`src/rtl/vga_timing_gen.sv`:
```
// -----------------------------------------------------------------------------
// vga_timing_gen
//
// Purpose:
//   Raster timing generator for a VGA-style display. A horizontal/vertical
//   pixel counter pair produces registered timing flags that line up with
//   hpos/vpos. The flags then pass through a PIPE_DELAY-stage shift register.
//   Its last stage drives the sync and colour pins. That last stage also
//   samples rgb_in.
//
// Ports:
//   clk          in   pixel clock
//   rst          in   asynchronous active-high reset
//   en           in   pixel advance enable (all state holds while low)
//   rgb_in[5:0]  in   {R[1:0],G[1:0],B[1:0]} from the pixel colour path
//   hpos/vpos    out  current pixel coordinates (10 bits each)
//   hsync/vsync  out  active-high sync flags aligned with hpos/vpos
//   visible      out  active-high display-area flag aligned with hpos/vpos
//   line_start   out  high while hpos == 0
//   frame_start  out  high while hpos == 0 and vpos == 0
//   vga_r/g/b    out  registered pin colour, blanked outside the display area
//   vga_hsync/vga_vsync out  pin syncs at SYNC_NEG polarity
//   frame_count  out  completed frames modulo 1024
//
// Configuration:
//   VGA_FRAME_COUNT_EN  define this macro to build the frame counter.
//                       When it is not defined, frame_count is tied to 0.
//
// Parameters:
//   PIPE_DELAY is legal from 1 to 4.
// -----------------------------------------------------------------------------
module vga_timing_gen #(
  parameter int H_DISPLAY  = 640,
  parameter int H_FRONT    = 16,
  parameter int H_SYNC     = 96,
  parameter int H_BACK     = 48,
  parameter int V_DISPLAY  = 480,
  parameter int V_FRONT    = 10,
  parameter int V_SYNC     = 2,
  parameter int V_BACK     = 33,
  parameter int PIPE_DELAY = 2,
  parameter int SYNC_NEG   = 1
) (
  input  logic       clk,
  input  logic       rst,
  input  logic       en,
  input  logic [5:0] rgb_in,
  output logic [9:0] hpos,
  output logic [9:0] vpos,
  output logic       hsync,
  output logic       vsync,
  output logic       visible,
  output logic       line_start,
  output logic       frame_start,
  output logic [1:0] vga_r,
  output logic [1:0] vga_g,
  output logic [1:0] vga_b,
  output logic       vga_hsync,
  output logic       vga_vsync,
  output logic [9:0] frame_count
);

  localparam logic [9:0] H_LAST    = 10'(H_DISPLAY + H_FRONT + H_SYNC + H_BACK - 1);
  localparam logic [9:0] V_LAST    = 10'(V_DISPLAY + V_FRONT + V_SYNC + V_BACK - 1);
  localparam logic [9:0] H_VIS_END = 10'(H_DISPLAY);
  localparam logic [9:0] V_VIS_END = 10'(V_DISPLAY);
  localparam logic [9:0] HS_START  = 10'(H_DISPLAY + H_FRONT);
  localparam logic [9:0] HS_END    = 10'(H_DISPLAY + H_FRONT + H_SYNC);
  localparam logic [9:0] VS_START  = 10'(V_DISPLAY + V_FRONT);
  localparam logic [9:0] VS_END    = 10'(V_DISPLAY + V_FRONT + V_SYNC);
  localparam logic       SYNC_INACTIVE = (SYNC_NEG != 0);

  // Counters and timing flags. Flags are packed as {hsync, vsync, visible}.
  logic [9:0] h_q, h_d;
  logic [9:0] v_q, v_d;
  logic       h_wrap, v_wrap;
  logic [2:0] flags_q, flags_d;

  // Next-state logic. It does not depend on en. The register process decides
  // whether this value is loaded.
  always_comb begin
    h_wrap = (h_q == H_LAST);
    v_wrap = (v_q == V_LAST);
    h_d    = h_wrap ? 10'd0 : h_q + 10'd1;
    v_d    = v_q;
    if (h_wrap) begin
      v_d = v_wrap ? 10'd0 : v_q + 10'd1;
    end
    // The flags are decoded from the *next* coordinates. After the edge,
    // the registered flags therefore describe the same pixel as hpos/vpos.
    flags_d = {(h_d >= HS_START) && (h_d < HS_END),
               (v_d >= VS_START) && (v_d < VS_END),
               (h_d < H_VIS_END) && (v_d < V_VIS_END)};
  end

  always_ff @(posedge clk or posedge rst) begin
    if (rst) begin
      h_q     <= '0;
      v_q     <= '0;
      flags_q <= '0;
    end else if (en) begin
      h_q     <= h_d;
      v_q     <= v_d;
      flags_q <= flags_d;
    end
  end

  assign hpos        = h_q;
  assign vpos        = v_q;
  assign hsync       = flags_q[2];
  assign vsync       = flags_q[1];
  assign visible     = flags_q[0];
  assign line_start  = (h_q == 10'd0);
  assign frame_start = (h_q == 10'd0) && (v_q == 10'd0);

  // tap holds the flags that enter the final (pin) stage. It is fed through
  // PIPE_DELAY-1 intermediate stages, so the pins lag hpos by PIPE_DELAY
  // advances in total.
  logic [2:0] tap;

  generate
    if (PIPE_DELAY <= 1) begin : g_no_dly
      assign tap = flags_q;
    end else begin : g_dly
      logic [2:0] dly_q [PIPE_DELAY-1];

      always_ff @(posedge clk or posedge rst) begin
        if (rst) begin
          for (int k = 0; k < PIPE_DELAY - 1; k++) begin
            dly_q[k] <= '0;
          end
        end else if (en) begin
          dly_q[0] <= flags_q;
          for (int k = 1; k < PIPE_DELAY - 1; k++) begin
            dly_q[k] <= dly_q[k-1];
          end
        end
      end

      assign tap = dly_q[PIPE_DELAY-2];
    end
  endgenerate

  // Pin stage. The pins come out at the inactive level while reset is held.
  logic [5:0] rgb_q;
  logic       pin_hs_q, pin_vs_q;

  always_ff @(posedge clk or posedge rst) begin
    if (rst) begin
      rgb_q    <= '0;
      pin_hs_q <= SYNC_INACTIVE;
      pin_vs_q <= SYNC_INACTIVE;
    end else if (en) begin
      rgb_q    <= tap[0] ? rgb_in : 6'd0;
      pin_hs_q <= tap[2] ^ SYNC_INACTIVE;
      pin_vs_q <= tap[1] ^ SYNC_INACTIVE;
    end
  end

  assign vga_r     = rgb_q[5:4];
  assign vga_g     = rgb_q[3:2];
  assign vga_b     = rgb_q[1:0];
  assign vga_hsync = pin_hs_q;
  assign vga_vsync = pin_vs_q;

`ifdef VGA_FRAME_COUNT_EN
  logic [9:0] frame_q;

  // The frame counter steps on the edge where both counters wrap together.
  always_ff @(posedge clk or posedge rst) begin
    if (rst) begin
      frame_q <= '0;
    end else if (en && h_wrap && v_wrap) begin
      frame_q <= frame_q + 10'd1;
    end
  end

  assign frame_count = frame_q;
`else
  assign frame_count = '0;
`endif

endmodule

```
`config.mk`:
```
export PLATFORM = sky130hd
export DESIGN_NAME = vga_timing_gen
export DESIGN_NICKNAME = d
export VERILOG_FILES = /design/src/rtl/vga_timing_gen.sv
export SDC_FILE = /design/constraint.sdc
export NUM_CORES = 1
export LEC_CHECK = 0
export CAP_MARGIN = 15
export CORE_MARGIN = 1
export CORE_UTILIZATION = 44
export CTS_CLUSTER_SIZE = 16
export DETAILED_ROUTE_END_ITERATION = 10
export PLACE_DENSITY = 0.82
export SYNTH_ARGS = -nofsm -noshare
export SYNTH_HDL_FRONTEND = slang
export SYNTH_SLANG_ARGS = --single-unit
export TNS_END_PERCENT = 1
```
`constraint.sdc`:
```
create_clock -name clk -period 2 [get_ports clk]
set_input_delay 0.3 -clock clk [delete_from_list [all_inputs] [get_ports clk]]
set_output_delay 0.3 -clock clk [all_outputs]
set_load 0.01 [all_outputs]
```
==> results.yml, run 1 <==
run_status:
  status: "completed"
synth:
  ys_warn_count: 0
  netlist_instances: 214
  ys_seq_area_frac: 0.421
  async_flop_share: 1.00
  synth_seq_cells: 34
  synth-main-ff-cell: "dfrtp_1"
  synth_edf_count: 0
  synth_area_leaders: "dfrtp_1 40%, buf_4 5.2%, nand3_1 3.2%"
  syn-cell-area_sq_mm: 0.00203
  yosysTopAreaCell: "dfrtp_1"
  synth.avg_cell_area_sq_um: 9.47
  yosys.area.top_type_share: 0.395
  ys_types: 51
route:
  first_iter_violations: 100
  first_pass_iters: 4
  post_drt_wl_per_cell_um: 15.1
  via_per_inst: 5.61
  wl_um: 5110
  drc: 0
  ant_nets: 0
  vias: 1895
timing:
  period_needed_ns: 1.97
  hold_violations: 0
  rsz0062_at_grt: "true"
  fin_crit_sh: 0.984
  max_freq_mhz: 508
  fin_tns_setup_ns: 0
  drv_slew: 0
  finalSetupViolCount: 0
  skew_ns: 0.0100
worst_setup_path:
  end_kind: "flop"
  required_ns: 2.19
  start_kind: "flop"
  path_max_fanout: 8
  critPathKind: "reg2reg"
  critPathArrivalTime_ns: 2.16
die:
  core_region_area_sq_mm: 0.00438
  die_height_um: 69.9
  die_x_um: 69.9
  fp-row-count: 24
  start_util: 0.462
  die_area_sq_mm: 0.00488
  ioPinCount: 52
cts:
  h-tree-depth: 2
  clk_latency_ns: 0.31
  cts_hold_buf: 0
  ctsRootBufferMaster: "clkbuf_8"
  clock-sinks: 34
  cts_tree: "yes"
  cts_buffer_depth: 2
  clk_pin_slew_ns: 0.07
  numCtsBuffers: 5
global_routing:
  antenna_found_initial: 0
  grt_pass1_vias: 1853
  grt_pass1_wl_um: 8570
  overflow: 0
  grt_max_degree: 15
  grt_usage: 0.221
cells_and_area:
  layout-area-overhead-vs-synth_pct: 38.0
  fin_area_sq_mm: 0.00280
  antenna_cells: 0
  nFillCells: 381
  drive_gt1_frac: 0.217
  final_nets: 298
pwr:
  cellPowerDensity_mw_per_mm2: 956
  peakVddDrop_mv: 0.826
  p_leak_nw: 1.21
placed_design:
  port_buffers: 41
  placed_area_sq_mm: 0.00267
  dp_hpwl_um: 3890
  gp_congestion: 0.821
worst_hold_path:
  hp-class: "in2async"
flow_run:
  cap_violations: 0
==> repair_timing <==
action / CTS / global route
pin swaps: 0 / 2
hold endpoints to repair: 0 / 0
gates resized for setup: 5 / 4
setup endpoints to repair: 4 / 4
buffers inserted: 0 / 0
==> flip-flops by register name, summed over array words and instances, names as in the netlist <==
signal       count
vpos            10
hpos            10
vga_hsync        1
vga_vsync        1
flags_q          3
rgb_q            6
g_dly.dly_q      3
==> critical path, cell delays in order (launching register included) <==
cell and delay [ns]:
dfrtp_1 0.38, buf_4 0.16, or3_4 0.38, nor4_4 0.24, a21oi_2 0.09, a311o_1 0.35
a32o_1 0.25
==> final timing paths <==
path                       depth (start not counted)         end            from  slack, ns
max in group asynchronous                          3   vga_hsync             rst       1.15
min in group clk                                   1   vga_vsync  g_dly.dly_q[1]       0.44
max                                                6  flags_q[0]         hpos[6]       0.03
min                                                2     hpos[5]             rst       0.29
max reg2reg                                        6  flags_q[0]         hpos[6]       0.03
min reg2reg                                        1   vga_vsync  g_dly.dly_q[1]       0.44
==> per-layer routing <==
layer  global-route usage  part of all wire  vias to the layer above  wire (um)
li1                     -                 -                      905          -
met1                0.281              0.45                      915       2320
met2                0.366              0.47                       66       2420
met3               0.0563             0.056                        9        286
met4               0.0733             0.015                        0         76
met5                    0                 0                        -          0
==> stage by stage <==
stage	instances	total power [mW]	utilization	setup slack [ns]	hold slack, ns
2_1_floorplan	223	1.47	-	0.0104	0.387
3_3_place_gp	330	1.96	0.609	0.0526	0.406
3_5_place_dp	330	2.00	0.609	0.00423	0.433
4_1_cts	338	2.66	0.635	0.0103	0.293
5_1_grt	338	2.82	0.638	-0.0522	0.325
6_report	338	2.67	0.638	0.0321	0.293
==> placed cells by master (no fill, tap or decap), types with 5 or more instances in the layout <==
master	synthesis	final
clkdlybuf4s50_1	0	39
buf_4	14	37
dfrtp_1	32	31
nand2_1	16	16
nand3_1	13	12
nor2_1	12	12
o21ai_0	12	12
conb_1	1	10
inv_1	9	9
nand4_1	6	6
a22o_1	6	6
xnor2_1	5	5
clkbuf_8	0	5
==> synth_stat cells, types with 2 or more instances <==
cell      count
and3_1        5
nor4_1        4
nand2_1      16
and2_1        3
nand4_1       6
xor2_1        4
or3_1         3
clkbuf_1      7
o21ai_0      12
nand3_1      13
dfrtp_1      32
a21oi_1       4
nor3_1        4
mux2_2        4
nand2b_1      3
buf_4        14
inv_1         9
a22o_1        6
a32o_1        4
nor2_1       12
a22oi_1       2
xnor2_1       5
a32oi_1       2
ha_1          4
a21o_1        4
a41oi_1       2
nor2b_1       4
and4_1        2
dfstp_2       2
==> power breakdown <==
group | switching [mW] | total (mW) | internal [mW]
combinational | 0.507 | 1.09 | 0.585
sequential | 0.111 | 0.924 | 0.812
clock | 0.287 | 0.658 | 0.371
total | 0.906 | 2.67 | 1.77
==> layout make-up <==
class	instances	area, sq um	share of cell area
Multi-Input combinational cell	157	1050	0.374
Sequential cell	34	855	0.306
Timing Repair Buffer	78	682	0.244
Clock buffer	5	68.8	0.0246
Tap cell	52	65.1	0.0233
Clock inverter	3	45.0	0.0161
Inverter	9	33.8	0.0121
==> kinds of logic (layout without fill, tap and decap cells) <==
kind of cell               count (synthesis)  after routing  synth area share
and+or+nand+nor                           81             81             0.223
buffers and inverters                     32             95            0.0895
other                                      1             10           0.00185
AOI/OAI and AO/OA                         48             48             0.173
muxes                                      5              5            0.0272
xor gates and xnor gates                   9              9            0.0389
adders and majority gates                  4              4            0.0247
DFF                                       34             34             0.421
(Power assumes the default switching activity.)
==> inputs of run 2 (changes only) <==
- SETUP_SLACK_MARGIN: unset -> 0.02
==> run 2 against run 1 <==
  * First-iteration DRC count rose by 23%
  * Sequential power rose by 2%
  * Sequential share of layout area fell by 0.20 points
  * Clock skew fell by 0.0041 ns
==> results.yml, run 2 (synthesized netlist as in run 1, its figures left out) <==
run_status:
  status: "completed"
global_routing:
  overflow: 0
  grt_pass1_vias: 1771
  grt_pass1_wl_um: 8250
  antenna_found_initial: 0
  grt_usage: 0.211
  grt_max_degree: 26
cells_and_area:
  fin_area_sq_mm: 0.00282
  antenna_cells: 0
  drive_gt1_frac: 0.208
  final_nets: 296
  final_cell_mix: "39 x clkdlybuf4s50_1, 33 x buf_4, 30 x dfrtp_1"
  final_util: 0.643
  layout-area-overhead-vs-synth_pct: 39.1
  final_common_cell: "clkdlybuf4s50_1"
worst_setup_path:
  ff2ff_setup_slack_ns: 0.06
  cp_num_buf_inv: 1
  critPathMaxStageDelay_ns: 0.66
  crit_slowest_cell: "or4b_2"
  start_kind: "flop"
  critPathKind: "reg2reg"
  path_max_fanout: 8
  critPathArrivalTime_ns: 2.13
  crit_cells: 6
  end_kind: "flop"
  required_ns: 2.19
  cp_cell_sequence: "buf_4, nand3_1, or4b_2, mux2i_1, a32oi_1, o32ai_1"
  crit_family: "simple AND/OR/NAND/NOR gates"
  r2r_cells: 6
route:
  first_iter_violations: 123
  ant_nets: 0
  via_per_inst: 5.58
  first_pass_iters: 4
  post_drt_wl_per_cell_um: 14.5
  drc: 0
  vias: 1874
  wl_um: 4880
cts:
  clk_pin_slew_ns: 0.08
  h-tree-depth: 2
  clk_latency_ns: 0.29
  numCtsBuffers: 5
  cts_setup_buffers: 0
  cts_tree: "yes"
  cts_buffer_depth: 2
  clock-sinks: 34
  cts_hold_buf: 0
  ctsRootBufferMaster: "clkbuf_8"
timing:
  period_needed_ns: 1.94
  max_freq_mhz: 516
  hold_violations: 0
  rsz0062_at_grt: "true"
  skew_ns: 0.00586
  finalSetupViolCount: 0
  drv_slew: 0
  fin_crit_sh: 0.969
die:
  die_area_sq_mm: 0.00488
  start_util: 0.462
  fp-row-count: 24
  core_region_area_sq_mm: 0.00438
  die_x_um: 69.9
  ioPinCount: 52
  die_height_um: 69.9
pwr:
  p_leak_nw: 1.22
  peakVddDrop_mv: 0.823
  cellPowerDensity_mw_per_mm2: 989
placed_design:
  port_buffers: 41
  dp_hpwl_um: 3630
  placed_area_sq_mm: 0.00267
  gp_congestion: 0.914
worst_hold_path:
  hp-class: "in2async"
flow_run:
  cap_violations: 0
run 2: cell types whose count changed in the layout (fill, tap and decap cells not counted), sizes merged:
cell,delta
clkinvlp,-2
bufinv,+1
buf,-3
clkinv,+1
clkbuf,+1
run 2: cell type report:
cell class | instances | area, sq um
Clock buffer | 5 | 68.8
Clock inverter | 3 | 68.8
Fill cell | 372 | 1570
Inverter | 9 | 33.8
Multi-Input combinational cell | 157 | 1040
Sequential cell | 34 | 856
Tap cell | 52 | 65.1
Timing Repair Buffer | 76 | 683
run 2: through the flow:
step | setup TNS, ns | setup slack, ns | power, mW | cells | hold slack (ns)
after global routing | -0.0652 | -0.0652 | 2.94 | 336 | 0.320
after CTS | 0 | 0.00252 | 2.78 | 336 | 0.303
final | 0 | 0.0627 | 2.79 | 336 | 0.298
after global placement | 0 | 0.0573 | 1.96 | 328 | 0.396
after floorplan | 0 | 0.0572 | 1.47 | 223 | 0.387
after detailed placement | 0 | 0.0126 | 2.00 | 328 | 0.420
run 2: worst paths after layout:
path / startpoint / endpoint
worst min register to register: g_dly.dly_q[1] / vga_vsync
min in group clk: g_dly.dly_q[1] / vga_vsync
worst min-delay path: rst / rgb_q[5]
worst max-delay path: hpos[3] / flags_q[2]
worst max register to register: hpos[3] / flags_q[2]
max in group asynchronous: rst / hpos[0]
run 2: timing repair:
action	in CTS	in global routing
resized for setup	4	5
hold endpoints to repair	0	0
endpoints found under the setup margin	4	4
run 2: routing by layer:
| metal | vias up | global-route usage | wire (um) |
|---|---|---|---|
| li1 | 905 | - | - |
| met1 | 878 | 0.284 | 2200 |
| met2 | 81 | 0.341 | 2290 |
| met3 | 10 | 0.0390 | 302 |
| met4 | 0 | 0.0756 | 90 |
| met5 | - | 0 | 0 |
run 2: report_power, final:
group	internal (mW)	leakage, nW	switching [mW]
logic	0.590	0.710	0.491
clock network	0.499	0.0683	0.267
registers	0.815	0.438	0.128
==> inputs of run 3 (changes only) <==
- REMOVE_ABC_BUFFERS: unset -> 1
==> run 3 against run 2 <==
  * Utilization shrank 0.57 points
  * Sequential share of layout area is 0.18 points higher
  * Non-clock buffer count unchanged
  * Die area stayed put
  * Final cell count stayed put
==> results.yml, run 3 (synthesized netlist as in run 1, its figures left out) <==
run_status:
  status: "completed"
route:
  drc: 0
  first_iter_violations: 123
  via_per_inst: 5.56
  wl_um: 4950
  vias: 1869
  post_drt_wl_per_cell_um: 14.7
  first_pass_iters: 5
  ant_nets: 0
worst_setup_path:
  required_ns: 2.18
  critPathMaxStageDelay_ns: 0.42
  critPathKind: "reg2reg"
  crit_slowest_cell: "dfrtp_1"
  end_kind: "flop"
  start_kind: "flop"
  path_max_fanout: 5
  cp_cell_sequence: "ha_4, nand4_1, nor4_4, buf_4, o221ai_2, a21o_1, a32o_1"
  critPathArrivalTime_ns: 2.10
cells_and_area:
  final_nets: 296
  final_cell_mix: "39 x clkdlybuf4s50_1, 35 x buf_4, 32 x dfrtp_1"
  layout.cells.non_filler: 336
  final_common_cell: "clkdlybuf4s50_1"
  antenna_cells: 0
  drive_gt1_frac: 0.218
  layout-area-overhead-vs-synth_pct: 37.8
die:
  start_util: 0.462
  die_x_um: 69.9
  core_region_area_sq_mm: 0.00438
  ioPinCount: 52
  die_area_sq_mm: 0.00488
  fp-row-count: 24
  die_height_um: 69.9
timing:
  fin_ws_ns: 0.0799
  fin_tns_setup_ns: 0
  drv_slew: 0
  hold_violations: 0
  period_needed_ns: 1.92
  finalSetupViolCount: 0
  fin_crit_sh: 0.960
  whs_ns: 0.400
  max_freq_mhz: 521
  skew_ns: 0.00624
  rsz0062_at_grt: "true"
cts:
  ctsRootBufferMaster: "clkbuf_8"
  cts_tree: "yes"
  cts_buffer_depth: 2
  numCtsBuffers: 5
  clk_pin_slew_ns: 0.08
  clock-sinks: 34
  h-tree-depth: 2
  clk_latency_ns: 0.29
pwr:
  peakVddDrop_mv: 0.835
  cellPowerDensity_mw_per_mm2: 964
  p_leak_nw: 1.20
  finalPower_mw: 2.69
placed_design:
  dp.cells: 326
  port_buffers: 41
  gp_congestion: 0.838
  post-place-ws_ns: -0.000886
  dp_hpwl_um: 3450
global_routing:
  grt_usage: 0.205
  overflow: 0
  antenna_found_initial: 0
  grt_max_degree: 35
  grt_pass1_wl_um: 7950
  grt_pass1_vias: 1736
flow_run:
  cap_violations: 0
worst_hold_path:
  hp-class: "in2async"
## run 3: cell types whose count changed in the layout (fill, tap and decap cells not counted), moves of 2 or more
cell / change
clkinvlp_4: +2
buf_4: +2
dfrtp_2: -2
dfrtp_1: +2
## run 3: path summary, 6_finish.rpt
kind / from / endpoint / slack (ns) / cells past startpoint
max: hpos[0] / flags_q[0] / 0.08 / 7
min: rst / rgb_q[5] / 0.40 / 3
max reg2reg: hpos[0] / flags_q[0] / 0.08 / 7
min reg2reg: g_dly.dly_q[1] / vga_vsync / 0.42 / 1
max in group asynchronous: rst / vga_vsync / 1.26 / 3
min in group clk: g_dly.dly_q[1] / vga_vsync / 0.42 / 1
## run 3: per-stage QoR
step,cell area (sq um),util
6_report,2790,0.637
2_1_floorplan,1910,-
3_5_place_dp,2640,0.601
5_1_grt,2790,0.637
4_1_cts,2760,0.629
3_3_place_gp,2640,0.601
## run 3: metal layers
layer,GRT usage,vias up,share of wire
met3,0.0390,6,0.056
met5,0,-,0
li1,-,896,-
met1,0.269,901,0.44
met4,0.0667,0,0.0091
met2,0.340,66,0.50
## run 3: timing repair
item,4_1_cts,5_1_grt
pin swaps,0,3
resized for setup,5,7
setup endpoints to repair,4,7
setup buffers,0,2
hold buffers,0,0
gates cloned,0,0
## run 3: layout make-up
cell class / count / area (sq um)
fillers: 373 / 1590
multi-input cells: 157 / 1060
flip-flops and latches: 34 / 853
repair buffers: 76 / 667
clock buffers: 5 / 68.8
well taps: 52 / 65.1
clock inverters: 3 / 45.0
inverters: 9 / 33.8
## run 3: critical path: cells and delay by family, from the launching register on
family | cells | cell delay (ns)
buffers and inverters | 1 | 0.19
AOI/OAI and AO/OA | 3 | 0.51
adders and majority gates | 1 | 0.18
DFF | 1 | 0.42
and+or+nand+nor | 2 | 0.51
## run 3: power by group
| part | switching, mW | internal, mW | total, mW |
|---|---|---|---|
| clock | 0.272 | 0.371 | 0.642 |
| sequential | 0.111 | 0.810 | 0.922 |
| combinational | 0.530 | 0.598 | 1.13 |
